--- src/rtl/bldc_speed_ramp_sequencer_if.sv ---
// Host/commutation-side signal bundle for bldc_speed_ramp_sequencer.
// master drives commands and hall input; slave is the sequencer itself.
interface bldc_speed_ramp_sequencer_if #(
  parameter int DIV_W   = 16,
  parameter int STALL_W = 20
);
  logic               start;
  logic               stop;
  logic               fault_in;
  logic               clear_fault;
  logic [7:0]         target_speed;
  logic [DIV_W-1:0]   ramp_div;
  logic [STALL_W-1:0] stall_limit;
  logic [2:0]         hall_signal;
  logic [7:0]         speed_set;
  logic               run_req;
  logic               at_speed;
  logic               fault_out;
  logic [1:0]         fault_code;

  modport master (
    output start, stop, fault_in, clear_fault, target_speed, ramp_div,
           stall_limit, hall_signal,
    input  speed_set, run_req, at_speed, fault_out, fault_code
  );

  modport slave (
    input  start, stop, fault_in, clear_fault, target_speed, ramp_div,
           stall_limit, hall_signal,
    output speed_set, run_req, at_speed, fault_out, fault_code
  );
endinterface

--- src/rtl/bldc_speed_ramp_sequencer.sv ---
// Start/stop sequencer that slews speed_set toward a target and latches coded faults.
// Define BLDC_HALL_SYNC_EN to pass hall_signal through a 2-flop synchronizer first.
module bldc_speed_ramp_sequencer #(
  parameter int STEP    = 1,
  parameter int DIV_W   = 16,
  parameter int STALL_W = 20
) (
  input  logic                         clk,
  input  logic                         reset,
  bldc_speed_ramp_sequencer_if.slave   bus
);

  typedef enum logic [1:0] {IDLE, RUN, STOPPING, FAULT} state_t;

  localparam logic [8:0]         STEP9     = 9'(STEP);
  localparam logic [7:0]         STEP8     = 8'(STEP);
  localparam logic [STALL_W-1:0] STALL_MAX = '1;

  state_t             state, state_next;
  logic [7:0]         speed_q, speed_next;
  logic [1:0]         code_q, code_next;
  logic               run_req_q, at_speed_q, fault_out_q;
  logic [DIV_W-1:0]   tick_cnt, tick_cnt_next;
  logic [STALL_W-1:0] stall_cnt, stall_cnt_next;
  logic [2:0]         hall_now, hall_prev;
  logic               moving, tick, hall_illegal, hall_changed, stall_hit;

  // Difference is taken in 9 bits so the clamp-to-goal test never wraps.
  function automatic logic [7:0] slew(input logic [7:0] cur, input logic [7:0] goal);
    logic [8:0] diff;
    if (goal >= cur) begin
      diff = {1'b0, goal} - {1'b0, cur};
      return (diff <= STEP9) ? goal : cur + STEP8;
    end else begin
      diff = {1'b0, cur} - {1'b0, goal};
      return (diff <= STEP9) ? goal : cur - STEP8;
    end
  endfunction

`ifdef BLDC_HALL_SYNC_EN
  logic [2:0] hall_meta, hall_sync;

  always_ff @(posedge clk or negedge reset) begin
    if (!reset) begin
      hall_meta <= '0;
      hall_sync <= '0;
    end else begin
      hall_meta <= bus.hall_signal;
      hall_sync <= hall_meta;
    end
  end

  assign hall_now = hall_sync;
`else
  assign hall_now = bus.hall_signal;
`endif

  assign moving       = (state == RUN) || (state == STOPPING);
  assign tick         = moving && (tick_cnt >= bus.ramp_div);
  assign hall_changed = (hall_now != hall_prev);
  assign hall_illegal = ((hall_now == 3'b000) || (hall_now == 3'b111)) && (speed_q != 8'd0);
  assign stall_hit    = (bus.stall_limit != '0) && (stall_cnt == bus.stall_limit);

  always_comb begin
    state_next     = state;
    code_next      = code_q;
    speed_next     = speed_q;
    tick_cnt_next  = '0;
    stall_cnt_next = stall_cnt;

    case (state)
      IDLE: begin
        if (bus.fault_in) begin
          state_next = FAULT;
          code_next  = 2'b01;
        end else if (bus.start) begin
          state_next = RUN;
        end
      end
      RUN, STOPPING: begin
        if (bus.fault_in) begin
          state_next = FAULT;
          code_next  = 2'b01;
        end else if (hall_illegal) begin
          state_next = FAULT;
          code_next  = 2'b11;
        end else if (stall_hit) begin
          state_next = FAULT;
          code_next  = 2'b10;
        end else if (state == RUN) begin
          if (bus.stop) state_next = STOPPING;
        end else if (bus.start && !bus.stop) begin
          state_next = RUN;
        end else if (speed_q == 8'd0) begin
          state_next = IDLE;
        end
      end
      FAULT: begin
        if (bus.clear_fault && !bus.fault_in) begin
          state_next = IDLE;
          code_next  = 2'b00;
        end
      end
      default: state_next = IDLE;
    endcase

    // Speed only moves on a tick inside a stable RUN/STOPPING interval.
    if ((state_next == IDLE) || (state_next == FAULT)) begin
      speed_next = 8'd0;
    end else if ((state_next == state) && tick) begin
      speed_next = slew(speed_q, (state == RUN) ? bus.target_speed : 8'd0);
    end

    if (moving && (state_next == state) && !tick) begin
      tick_cnt_next = tick_cnt + DIV_W'(1);
    end

    if ((speed_q == 8'd0) || hall_changed || ((state_next == RUN) && (state != RUN))) begin
      stall_cnt_next = '0;
    end else if (stall_cnt != STALL_MAX) begin
      stall_cnt_next = stall_cnt + STALL_W'(1);
    end
  end

  always_ff @(posedge clk or negedge reset) begin
    if (!reset) begin
      state       <= IDLE;
      speed_q     <= '0;
      code_q      <= '0;
      run_req_q   <= 1'b0;
      at_speed_q  <= 1'b0;
      fault_out_q <= 1'b0;
      tick_cnt    <= '0;
      stall_cnt   <= '0;
      hall_prev   <= '0;
    end else begin
      state       <= state_next;
      speed_q     <= speed_next;
      code_q      <= code_next;
      run_req_q   <= (state_next == RUN) || (state_next == STOPPING);
      at_speed_q  <= (state_next == RUN) && (speed_next == bus.target_speed);
      fault_out_q <= (state_next == FAULT);
      tick_cnt    <= tick_cnt_next;
      stall_cnt   <= stall_cnt_next;
      hall_prev   <= hall_now;
    end
  end

  assign bus.speed_set  = speed_q;
  assign bus.run_req    = run_req_q;
  assign bus.at_speed   = at_speed_q;
  assign bus.fault_out  = fault_out_q;
  assign bus.fault_code = code_q;

endmodule
--- src/flat_wrapper.sv ---
// flat-port wrapper written by rule: the top's interface ports become plain ports
module bldc_speed_ramp_sequencer_flat 
#(
  parameter int STEP    = 1,
  parameter int DIV_W   = 16,
  parameter int STALL_W = 20
)
  (clk, reset, bus_start, bus_stop, bus_fault_in, bus_clear_fault, bus_target_speed, bus_ramp_div, bus_stall_limit, bus_hall_signal, bus_speed_set, bus_run_req, bus_at_speed, bus_fault_out, bus_fault_code);
  bldc_speed_ramp_sequencer_if #(.DIV_W(DIV_W), .STALL_W(STALL_W)) bus_i ();
  input  logic clk;
  input  logic reset;
  input wire logic [$bits(bus_i.start)-1:0] bus_start;
  input wire logic [$bits(bus_i.stop)-1:0] bus_stop;
  input wire logic [$bits(bus_i.fault_in)-1:0] bus_fault_in;
  input wire logic [$bits(bus_i.clear_fault)-1:0] bus_clear_fault;
  input wire logic [$bits(bus_i.target_speed)-1:0] bus_target_speed;
  input wire logic [$bits(bus_i.ramp_div)-1:0] bus_ramp_div;
  input wire logic [$bits(bus_i.stall_limit)-1:0] bus_stall_limit;
  input wire logic [$bits(bus_i.hall_signal)-1:0] bus_hall_signal;
  output wire logic [$bits(bus_i.speed_set)-1:0] bus_speed_set;
  output wire logic [$bits(bus_i.run_req)-1:0] bus_run_req;
  output wire logic [$bits(bus_i.at_speed)-1:0] bus_at_speed;
  output wire logic [$bits(bus_i.fault_out)-1:0] bus_fault_out;
  output wire logic [$bits(bus_i.fault_code)-1:0] bus_fault_code;
  assign bus_i.start = bus_start;
  assign bus_i.stop = bus_stop;
  assign bus_i.fault_in = bus_fault_in;
  assign bus_i.clear_fault = bus_clear_fault;
  assign bus_i.target_speed = bus_target_speed;
  assign bus_i.ramp_div = bus_ramp_div;
  assign bus_i.stall_limit = bus_stall_limit;
  assign bus_i.hall_signal = bus_hall_signal;
  assign bus_speed_set = bus_i.speed_set;
  assign bus_run_req = bus_i.run_req;
  assign bus_at_speed = bus_i.at_speed;
  assign bus_fault_out = bus_i.fault_out;
  assign bus_fault_code = bus_i.fault_code;
  bldc_speed_ramp_sequencer #(.STEP(STEP), .DIV_W(DIV_W), .STALL_W(STALL_W)) u_core (.clk(clk), .reset(reset), .bus(bus_i));
endmodule
--- config.mk ---
export PLATFORM = sky130hd
export DESIGN_NAME = bldc_speed_ramp_sequencer_flat
export DESIGN_NICKNAME = d
export VERILOG_FILES = /design/src/rtl/bldc_speed_ramp_sequencer_if.sv /design/src/rtl/bldc_speed_ramp_sequencer.sv /design/src/flat_wrapper.sv
export SDC_FILE = /design/constraint.sdc
export NUM_CORES = 1
export LEC_CHECK = 0
export BUFFER_PORTS_ARGS = -buffer_cell sky130_fd_sc_hd__buf_2
export CORE_UTILIZATION = 45
export CTS_CLUSTER_DIAMETER = 60
export DETAILED_ROUTE_END_ITERATION = 12
export PLACE_DENSITY = 0.74
export REMOVE_ABC_BUFFERS = 1
export SLEW_MARGIN = 20
export SYNTH_ARGS = -nofsm -noshare
export SYNTH_HDL_FRONTEND = slang
export SYNTH_SLANG_ARGS = --single-unit
--- constraint.sdc ---
create_clock -name clk -period 8.4 [get_ports clk]
set_input_delay 0.84 -clock clk [delete_from_list [all_inputs] [get_ports clk]]
set_output_delay 0.84 -clock clk [all_outputs]
set_load 0.02 [all_outputs]
==> results of run 1 <==
-- critical path, stage by stage (launching register included) --
cell and delay [ps]:
dfrtp_1 480, inv_1 180, ha_1 740, nand2_1 270, ha_1 470, nand2_1 200, o21ai_0 170, or3_1 380
a211oi_2 370, a21oi_2 240, a22o_2 320, a211oi_1 370, mux2_2 390, nor4b_2 230, o2111a_1 220
-- through the flow --
step                      setup WS, ps  hold WS (ps)  power (mW)  util (%)  cell area (um^2)
after detailed placement          3430           492        1.22      51.1              5380
after floorplan                   4260           474       0.965         -              4860
final                             3280           519        1.41      52.2              5490
after CTS                         3410           518        1.40      52.2              5490
after global placement            3430           466        1.21      51.1              5380
after global routing              2940           541        1.50      52.2              5490
-- synth_stat cells (13+ instances only) --
cell / n / area share, %
ha_1: 41 / 10
o21ai_0: 20 / 2.0
nor3_1: 13 / 1.3
nor4_1: 15 / 1.9
dfrtp_1: 54 / 27
nor2_1: 67 / 5.1
xor2_1: 43 / 7.6
nand4_1: 16 / 2.0
nand3_1: 28 / 2.8
xnor2_1: 15 / 2.7
a21oi_1: 32 / 3.2
inv_1: 48 / 3.6
nand2_1: 51 / 3.9
-- kinds of logic (layout without fill, tap and decap cells) --
family                   Yosys count  after routing  share of synthesized area, %
flip-flops                        54             54                          27.3
multiplexers                       9              9                          1.89
AND/OR/NAND/NOR                  235            235                          24.3
XOR/XNOR                          58             58                          10.2
AO/OA/AOI/OAI                    140            140                          20.0
buffers and inverters             66            124                          5.55
adder cells (fa/ha/maj)           42             42                          10.8
-- power groups by stage --
| stage | sequential (mW) | clock [mW] | combinational (mW) |
|---|---|---|---|
| 2_1_floorplan | 0.310 | 0 | 0.655 |
| 3_3_place_gp | 0.301 | 0 | 0.909 |
| 3_5_place_dp | 0.303 | 0 | 0.913 |
| 4_1_cts | 0.298 | 0.182 | 0.915 |
| 5_1_grt | 0.301 | 0.189 | 1.01 |
| 6_report | 0.299 | 0.176 | 0.931 |
-- sequential cells by signal, indices dropped and copies added, names as in the netlist --
name                   cells
u_core.hall_prev           3
u_core.bus.speed_set       8
u_core.bus.fault_code      2
u_core.bus.at_speed        1
u_core.bus.run_req         1
u_core.tick_cnt           16
u_core.state               2
u_core.stall_cnt          20
u_core.bus.fault_out       1
-- per-layer routing --
layer	track usage [%]	routed length, um
met5	0	0
met4	12.3	513
met3	4.19	1010
met2	43.6	6600
met1	31.0	5760
-- worst min-delay path by stage --
stage                                               startpoint                                   end  slack, ps
after floorplan                   u_core.tick_cnt[0]$_DFF_PN0_          u_core.tick_cnt[0]$_DFF_PN0_        470
after global placement    u_core.bus.fault_code[1]$_DFFE_PN0P_  u_core.bus.fault_code[1]$_DFFE_PN0P_        470
after detailed placement  u_core.bus.fault_code[0]$_DFFE_PN0P_  u_core.bus.fault_code[0]$_DFFE_PN0P_        490
after CTS                 u_core.bus.fault_code[1]$_DFFE_PN0P_  u_core.bus.fault_code[1]$_DFFE_PN0P_        520
after global routing      u_core.bus.fault_code[1]$_DFFE_PN0P_  u_core.bus.fault_code[1]$_DFFE_PN0P_        540
final                     u_core.bus.fault_code[1]$_DFFE_PN0P_  u_core.bus.fault_code[1]$_DFFE_PN0P_        520
-- cell usage in the layout (no fill, tap or decap), drive strengths merged, types with 13 or more instances in the layout --
cell | Yosys | layout
nand3 | 28 | 28
nand4 | 16 | 16
a21oi | 33 | 33
inv | 48 | 48
dfrtp | 54 | 54
o21ai | 23 | 23
nor2 | 67 | 67
xnor2 | 15 | 15
xor2 | 43 | 43
ha | 41 | 41
nand2 | 52 | 52
buf | 9 | 67
nor4 | 16 | 16
nor3 | 13 | 13
-- cell type report --
type | count | area [um^2] | share of cell area (%)
tap | 136 | 170 | 3.10
sequential | 54 | 1350 | 24.6
clock buffer | 6 | 72.6 | 1.32
timing repair buffer | 67 | 340 | 6.20
clock inverter | 2 | 37.5 | 0.684
multi-input combinational | 484 | 3330 | 60.7
inverter | 49 | 184 | 3.35
==> flow_metrics.env, run 1 <==
export IMPL_run_status="completed"
export IMPL_h_tree_levels=2
export IMPL_post_route_drc_count=0
export IMPL_initial_core_util_pct=47.2
export IMPL_startpoint="u_core.state[1]$_DFF_PN0_"
export IMPL_critPathCaptureType="flip-flop"
export IMPL_clk_sinks=54
export IMPL_synth_edf_count=0
export IMPL_r2r_end="u_core.bus.at_speed$_DFF_PN0_"
export IMPL_root_buffer="clkbuf_8"
export IMPL_finish_net_count=756
export IMPL_p_comb_share_pct=66.2
export IMPL_route_detailed_vias_per_inst=6.16
export IMPL_clock_latency_ps=310
export IMPL_total_leakage_power_nw=2.58
export IMPL_worst_ep_arrival_time_ps=5370
export IMPL_worstSetupStartpointType="flip-flop"
export IMPL_detail_route_iter0_violations=288
export IMPL_clk_pin_slew_ps=100
export IMPL_std_cell_rows=37
export IMPL_worstSetupPathType="reg2reg"
export IMPL_post_synth_design_cell_area_um2=4960
export IMPL_postRouteAntennaNets=0
export IMPL_worst_slew_pin_transition_ps=851
export IMPL_reg2reg_from="u_core.state[1]$_DFF_PN0_"
export IMPL_postRouteWirelength_mm=13.9
export IMPL_cp_required_ps=8650
export IMPL_place_hpwl_mm=10.7
export IMPL_post_cts_buffers=0
export IMPL_dp_cells=790
export IMPL_fmax_achieved_mhz=195
export IMPL_synth_main_ff_cell="dfrtp_1"
export IMPL_drt_pass1_iter_count=5
export IMPL_synthDistinctLibCells=77
export IMPL_floorplan_die_area_um2=11400
export IMPL_synthArstFlopShare_pct=100
export IMPL_rsz_0062_raised_after_global_routing="no"
export IMPL_critical_path_peak_fanout=23
export IMPL_cts_root_to_sink_buffers=2
export IMPL_detailroute_via_count=4914
export IMPL_numCtsBuffers=5
export IMPL_core_um2=10500
export IMPL_grt_pass1_vias=4878
export IMPL_die_height_um=107
export IMPL_finalMaxSlewViolations=0
export IMPL_postSynthCellCount=604
export IMPL_synth_sequential_area_ratio_pct=27.3
export IMPL_cap_violations=0
export IMPL_grt_start_max_net_pins=55
export IMPL_p_int_uw=715
export IMPL_die_w_um=107
export IMPL_grt_pass1_wl_mm=23.1
export IMPL_global_route_overflow_total=0
export IMPL_detail_route_wl_per_cell_um=17.4
export IMPL_regToRegSetupSlack_ps=3280
export IMPL_vdd_ir_drop_worst_mv=0.154
export IMPL_postCtsHoldBufs=0
export IMPL_period_minus_slack_ps=5120
export IMPL_gr_usage_all_layers_pct=25.5
export IMPL_timing_clock_skew_ps=6.18
export IMPL_filler_cell_count=994
export IMPL_routabilityCongestion=0.991
export IMPL_clock_power_share_pct=12.5
export IMPL_cells_resized_by_post_cts_repair=0
export IMPL_seq_power_share_pct=21.3
export IMPL_layout_drive_gt1_share_pct=14.5
export IMPL_timing_reg2reg_worst_path_depth=14
export IMPL_swShare_pct=49.1
export IMPL_synth_yosys_warnings=0
export IMPL_final_period_utilization_pct=61.0
export IMPL_p_sw_uw=690
export IMPL_buffer_ports_inserted=65
export IMPL_power_density_nw_per_um2=256
export IMPL_initial_antenna_violation_count=0
export IMPL_cts_tree="done"
export IMPL_relSlewSlack_pct=43.3
export IMPL_min_delay_path_depth=2
export IMPL_hold_class="reg2reg"
export IMPL_crit_path_end="u_core.bus.at_speed$_DFF_PN0_"
export IMPL_hold_viol_final=0
export IMPL_top_level_ports=66
export IMPL_area_growth_synth_to_final_pct=10.7
export IMPL_postSynthRegisterBits=54
export IMPL_finish_cell_count_without_fillers=798
export IMPL_number_of_antenna_cells_inserted=0
export IMPL_setup_total_negative_slack_ps=0
export IMPL_syn_avg_cell_area_um2=8.21
export IMPL_setup_violations=0
(Power assumes the default switching activity.)
==> run 2, diff against run 1 <==
Clock period 8.4 ns to 5.1 ns, I/O delays scaled along.
==> run 2 against run 1 <==
Compared with the run above: sequential power up 64%; highest routed layer unchanged; clock skew up 5.2 ps; routed wire length grew 1.3%; sequential share of layout area is 0.23 points lower; sequential cell count unchanged; worst setup slack worse by 3000 ps; register-to-register slack worse by 3000 ps; worst hold slack worse by 210 ps; via count fell by 0.22%; final cell count up 1.3%.
==> flow_metrics.env, run 2 (synthesized netlist as in run 1, its figures left out) <==
export IMPL_std_cell_rows=37
export IMPL_layout_cells_most_common="nor2_1"
export IMPL_floorplan_die_area_um2=11400
export IMPL_worst_slew_pin_transition_ps=705
export IMPL_buffer_ports_inserted=65
export IMPL_finalMaxSlewViolations=0
export IMPL_detail_route_iter0_violations=324
export IMPL_largest_register_ffs=20
export IMPL_period_minus_slack_ps=4780
export IMPL_worstSetupStartpointType="flip-flop"
export IMPL_clk_pin_slew_ps=100
export IMPL_cts_tree="done"
export IMPL_global_route_overflow_total=0
export IMPL_cts_root_to_sink_buffers=2
export IMPL_critical_path_peak_fanout=14
export IMPL_regToRegSetupSlack_ps=320
export IMPL_registers_top_by_ff_count="u_core.stall_cnt"
export IMPL_vdd_ir_drop_worst_mv=0.265
export IMPL_cap_violations=0
export IMPL_final_period_utilization_pct=93.7
export IMPL_setup_violations=0
export IMPL_total_leakage_power_nw=2.63
export IMPL_finish_cell_count_without_fillers=808
export IMPL_h_tree_levels=2
export IMPL_filler_cell_count=978
export IMPL_total_power_mw=2.38
export IMPL_postCtsHoldBufs=0
export IMPL_gr_usage_all_layers_pct=25.3
export IMPL_dp_slack_ps=407
export IMPL_fin_ws_ps=319
export IMPL_utilization_pct=52.7
export IMPL_fmax_achieved_mhz=209
export IMPL_postRouteAntennaNets=0
export IMPL_place_hpwl_mm=11.1
export IMPL_worst_ep_arrival_time_ps=5030
export IMPL_die_height_um=107
export IMPL_drt_pass1_iter_count=6
export IMPL_cells_resized_by_post_cts_repair=0
export IMPL_root_buffer="clkbuf_8"
export IMPL_area_growth_synth_to_final_pct=11.7
export IMPL_clk_sinks=54
export IMPL_worstSetupPathType="reg2reg"
export IMPL_most_common_layout_cells="nor2_1 (67), buf_2 (65), dfrtp_1 (54)"
export IMPL_run_status="completed"
export IMPL_post_route_drc_count=0
export IMPL_initial_core_util_pct=47.2
export IMPL_detailroute_via_count=4903
export IMPL_hold_viol_final=0
export IMPL_rsz_0062_raised_after_global_routing="no"
export IMPL_initial_antenna_violation_count=0
export IMPL_routabilityCongestion=0.989
export IMPL_layout_drive_gt1_share_pct=15.9
export IMPL_finish_net_count=767
export IMPL_power_density_nw_per_um2=430
export IMPL_grt_start_max_net_pins=55
export IMPL_post_cts_buffers=0
export IMPL_clock_latency_ps=310
export IMPL_cp_required_ps=5350
export IMPL_grt_pass1_vias=4739
export IMPL_relSlewSlack_pct=53.0
export IMPL_timing_clock_skew_ps=11.4
export IMPL_number_of_antenna_cells_inserted=0
export IMPL_critPathCaptureType="flip-flop"
export IMPL_grt_pass1_wl_mm=23.1
export IMPL_whs_ps=314
export IMPL_route_detailed_vias_per_inst=6.07
export IMPL_numCtsBuffers=5
export IMPL_detail_route_wl_per_cell_um=17.4
export IMPL_postRouteWirelength_mm=14.1
export IMPL_die_w_um=107
export IMPL_core_um2=10500
export IMPL_placed_cell_area_um2=5460
export IMPL_hold_class="in2async"
export IMPL_top_level_ports=66
export IMPL_design_area_um2=5540
export IMPL_dp_cells=801
export IMPL_setup_total_negative_slack_ps=0
## run 2: changes by cell type in the layout (fill, tap and decap cells not counted)
cell / change
buf_4: +11
bufinv_16: -1
clkbuf_1: -1
clkinv_2: +2
clkinvlp_4: -1
## run 2: area by class of cell
type / instances / area (um^2) / share of cell area, %
flip-flops and latches: 54 / 1350 / 24.4
clock inverters: 2 / 10.0 / 0.181
multi-input cells: 484 / 3330 / 60.1
well taps: 136 / 170 / 3.07
inverters: 49 / 184 / 3.32
clock buffers: 5 / 68.8 / 1.24
repair buffers: 78 / 423 / 7.64
## run 2: worst paths after layout
| check | start | end | depth (start not counted) |
|---|---|---|---|
| min | reset | u_core.tick_cnt[0]$_DFF_PN0_ | 2 |
| max in group asynchronous | reset | u_core.stall_cnt[5]$_DFFE_PN0P_ | 2 |
| max reg2reg | u_core.state[1]$_DFF_PN0_ | u_core.bus.at_speed$_DFF_PN0_ | 15 |
| min in group clk | bus_hall_signal[2] | u_core.hall_prev[2]$_DFF_PN0_ | 1 |
| max | u_core.state[1]$_DFF_PN0_ | u_core.bus.at_speed$_DFF_PN0_ | 15 |
| min reg2reg | u_core.bus.fault_code[1]$_DFFE_PN0P_ | u_core.bus.fault_code[1]$_DFFE_PN0P_ | 2 |
## run 2: worst max-delay path, cell delays in order, from the launching register on
cell      delay, ps
dfrtp_1         470
inv_1           170
ha_1            550
nand2_1         200
ha_1            420
nand2_1         180
o21ai_0         150
or3_1           380
a211oi_2        370
a21oi_2         180
buf_4           210
a22o_2          250
a211oi_1        340
mux2_2          390
nor4b_2         200
o2111a_1        240
## run 2: where the power goes
part | switching [mW] | internal [mW]
Clock | 0.141 | 0.0928
Combinational | 1.01 | 0.651
Sequential | 0.0285 | 0.461
## run 2: routing by layer
metal / up-vias / GRT usage [%] / wire (um)
met2: 227 / 43.8 / 6740
met4: 0 / 9.88 / 444
li1: 2325 / - / -
met5: - / 0 / 0
met3: 41 / 2.49 / 900
met1: 2310 / 32.5 / 5980
==> run 3, diff against run 2 <==
Settings changed: BUFFER_PORTS_ARGS -buffer_cell sky130_fd_sc_hd__buf_2 to not set, DONT_BUFFER_PORTS set to 1, PLACE_DENSITY 0.74 to 0.69, RECOVER_POWER set to 25.
==> run 3 against run 2 <==
Compared with the run above: the flow now finishes with violations (max-capacitance violations, max-slew violations); clock power grew 8.5%; utilization shrank 3.0 points; routed wire length shrank 4.4%; global-route usage shrank 1.3 points; register-to-register slack gained 130 ps; sequential cell count is the same; highest routed layer unchanged; count of clock-buffer cells in the layout grew 1; final area shrank 5.7%; worst hold slack lost 100 ps.
==> flow_metrics.env, run 3 (synthesized netlist as in run 1, its figures left out) <==
export IMPL_r2r_end="u_core.bus.at_speed$_DFF_PN0_"
export IMPL_met3WireLength_mm=1.12
export IMPL_beginning_of_the_worst_hold_path="bus_hall_signal[0]"
export IMPL_root_buffer="clkbuf_8"
export IMPL_timing_clock_skew_ps=10.3
export IMPL_setup_total_negative_slack_ps=0
export IMPL_filler_cell_count=998
export IMPL_layout_cells_most_common="nor2_1"
export IMPL_finalMaxSlewViolations=55
export IMPL_detailroute_via_count=4669
export IMPL_worst_slew_pin_transition_ps=2880
export IMPL_clock_latency_ps=310
export IMPL_initial_core_util_pct=47.2
export IMPL_finish_cell_count_without_fillers=743
export IMPL_registers_top_by_ff_count="u_core.stall_cnt"
export IMPL_finish_net_count=701
export IMPL_dp_cells=734
export IMPL_cts_root_to_sink_buffers=2
export IMPL_min_delay_path_depth=0
export IMPL_run_status="finished, violations left"
export IMPL_numCtsBuffers=5
export IMPL_worstSetupPathType="reg2reg"
export IMPL_largest_register_ffs=20
export IMPL_critical_path_peak_fanout=20
export IMPL_h_tree_levels=2
export IMPL_detail_route_wl_per_cell_um=18.1
export IMPL_die_height_um=107
export IMPL_critical_path_buf_inv_count=2
export IMPL_final_period_utilization_pct=91.1
export IMPL_p_sw_mw=1.14
export IMPL_worstSetupStartpointType="flip-flop"
export IMPL_p_comb_share_pct=67.2
export IMPL_global_route_overflow_total=0
export IMPL_vdd_ir_drop_worst_mv=0.258
export IMPL_grt_pass1_wl_mm=22.0
export IMPL_cp_required_ps=5360
export IMPL_fmax_achieved_mhz=215
export IMPL_place_hpwl_mm=10.3
export IMPL_floorplan_die_area_um2=11400
export IMPL_timing_critical_path_slowest_stage_cell="dfrtp_1"
export IMPL_drt_pass1_iter_count=7
export IMPL_gr_usage_all_layers_pct=24.1
export IMPL_number_of_antenna_cells_inserted=0
export IMPL_layout_drive_gt1_share_pct=6.92
export IMPL_timing_reg2reg_worst_path_depth=15
export IMPL_clk_pin_slew_ps=100
export IMPL_top_layer_used="met4"
export IMPL_clk_sinks=54
export IMPL_post_route_drc_count=0
export IMPL_p_int_mw=1.19
export IMPL_hold_end="u_core.hall_prev[0]$_DFF_PN0_"
export IMPL_hold_viol_final=0
export IMPL_crit_chain="inv_1 -> ha_2 -> nand2_1 -> ha_1 -> and3b_2 -> o21ai_1 -> o221ai_1 -> nor4b_4 -> a41oi_2 -> buf_4 -> a22o_2 -> a211oi_1 -> mux2_2 -> nor4b_2 -> o2111a_1"
export IMPL_routabilityCongestion=0.978
export IMPL_grt_start_max_net_pins=55
export IMPL_swShare_pct=49.1
export IMPL_cts_tree="done"
export IMPL_setup_violations=0
export IMPL_timing_critical_path_slowest_cell_delay_ps=470
export IMPL_worst_path_dominant_cell_family="compound AO/OA/AOI/OAI gates"
export IMPL_cap_violations=1
export IMPL_clock_power_share_pct=10.9
export IMPL_top_level_ports=66
export IMPL_relSlewSlack_pct=-91.8
export IMPL_violated_checks="max-capacitance violations, max-slew violations"
export IMPL_initial_antenna_violation_count=0
export IMPL_grt_pass1_vias=4500
export IMPL_detail_route_iter0_violations=359
export IMPL_postRouteAntennaNets=0
export IMPL_power_density_nw_per_um2=446
export IMPL_critPathCaptureType="flip-flop"
export IMPL_regToRegSetupSlack_ps=450
export IMPL_postRouteWirelength_mm=13.5
export IMPL_hold_class="in2reg"
export IMPL_total_leakage_power_nw=2.35
export IMPL_area_growth_synth_to_final_pct=5.30
export IMPL_std_cell_rows=37
export IMPL_core_um2=10500
export IMPL_route_detailed_vias_per_inst=6.28
export IMPL_route_layer_met1_wl_mm=5.63
export IMPL_most_common_layout_cells="nor2_1 (67), dfrtp_1 (54), nand2_1 (51)"
export IMPL_period_minus_slack_ps=4650
export IMPL_die_w_um=107
export IMPL_rsz_0062_raised_after_global_routing="no"
export IMPL_worst_ep_arrival_time_ps=4900
export IMPL_whs_ps=213
export IMPL_buffer_ports_inserted=0
export IMPL_reg2reg_from="u_core.state[1]$_DFF_PN0_"
export IMPL_seq_power_share_pct=21.9
export IMPL_routed_wl_met2_mm=6.37
-- run 3: changes by cell type in the layout (fill, tap and decap cells not counted), sizes merged --
| cell | delta |
|---|---|
| buf | -67 |
| clkbuf | +2 |
| clkinv | -1 |
| clkinvlp | +1 |
-- run 3: per-stage QoR --
| stage | area (um^2) | util (%) | setup slack, ps | power, mW |
|---|---|---|---|---|
| floorplan | 4860 | - | 957 | 1.59 |
| global placement | 5120 | 48.7 | 437 | 2.00 |
| detailed placement | 5120 | 48.7 | 315 | 2.02 |
| CTS | 5240 | 49.9 | 291 | 2.30 |
| global route | 5220 | 49.7 | 252 | 2.49 |
| finish | 5220 | 49.7 | 452 | 2.33 |
-- run 3: power groups by stage --
stage / Combinational [mW] / Clock [mW] / Sequential [mW]
detailed placement: 1.50 / 0 / 0.517
global route: 1.69 / 0.281 / 0.515
CTS: 1.53 / 0.262 / 0.510
global placement: 1.48 / 0 / 0.516
finish: 1.56 / 0.254 / 0.511
floorplan: 1.08 / 0 / 0.510
-- run 3: worst register-to-register path: stages (launching register included) --
cell      delay [ps]
dfrtp_1          470
inv_1            180
ha_2             450
nand2_1          160
ha_1             440
and3b_2          270
o21ai_1          220
o221ai_1         230
nor4b_4          370
a41oi_2          180
buf_4            210
a22o_2           220
a211oi_1         400
mux2_2           390
nor4b_2          200
o2111a_1         210
-- run 3: cell type report --
type	instances	area [um^2]	area share, %
clock buffers	6	82.6	1.58
flip-flops and latches	54	1350	25.9
inverters	49	184	3.52
well taps	136	170	3.26
multi-input cells	484	3330	63.8
repair buffers	12	86.3	1.65
clock inverters	2	12.5	0.240
-- run 3: how the worst max path moves through the flow --
stage	startpoint	depth (start not counted)	slack, ps	endpoint
floorplan	u_core.state[1]$_DFF_PN0_	14	960	u_core.bus.at_speed$_DFF_PN0_
global placement	u_core.state[1]$_DFF_PN0_	15	440	u_core.bus.at_speed$_DFF_PN0_
detailed placement	u_core.state[1]$_DFF_PN0_	14	310	u_core.bus.at_speed$_DFF_PN0_
CTS	u_core.state[1]$_DFF_PN0_	15	290	u_core.bus.at_speed$_DFF_PN0_
global route	u_core.state[1]$_DFF_PN0_	15	250	u_core.bus.at_speed$_DFF_PN0_
finish	u_core.state[1]$_DFF_PN0_	15	450	u_core.bus.at_speed$_DFF_PN0_
-- run 3: routing by layer --
| layer | vias to the layer above | GRT usage (%) |
|---|---|---|
| met2 | 224 | 40.0 |
| met1 | 2205 | 31.5 |
| met3 | 40 | 4.26 |
| li1 | 2200 | - |
| met4 | 0 | 8.32 |
| met5 | - | 0 |
-- run 3: repair_timing --
| action | 4_1_cts | 5_1_grt |
|---|---|---|
| endpoints found under the hold margin | 54 | 0 |
| endpoints found under the setup margin | 0 | 1 |
| buffers inserted | 0 | 0 |
| gates resized for setup | 0 | 1 |
| hold buffers | 1 | 0 |
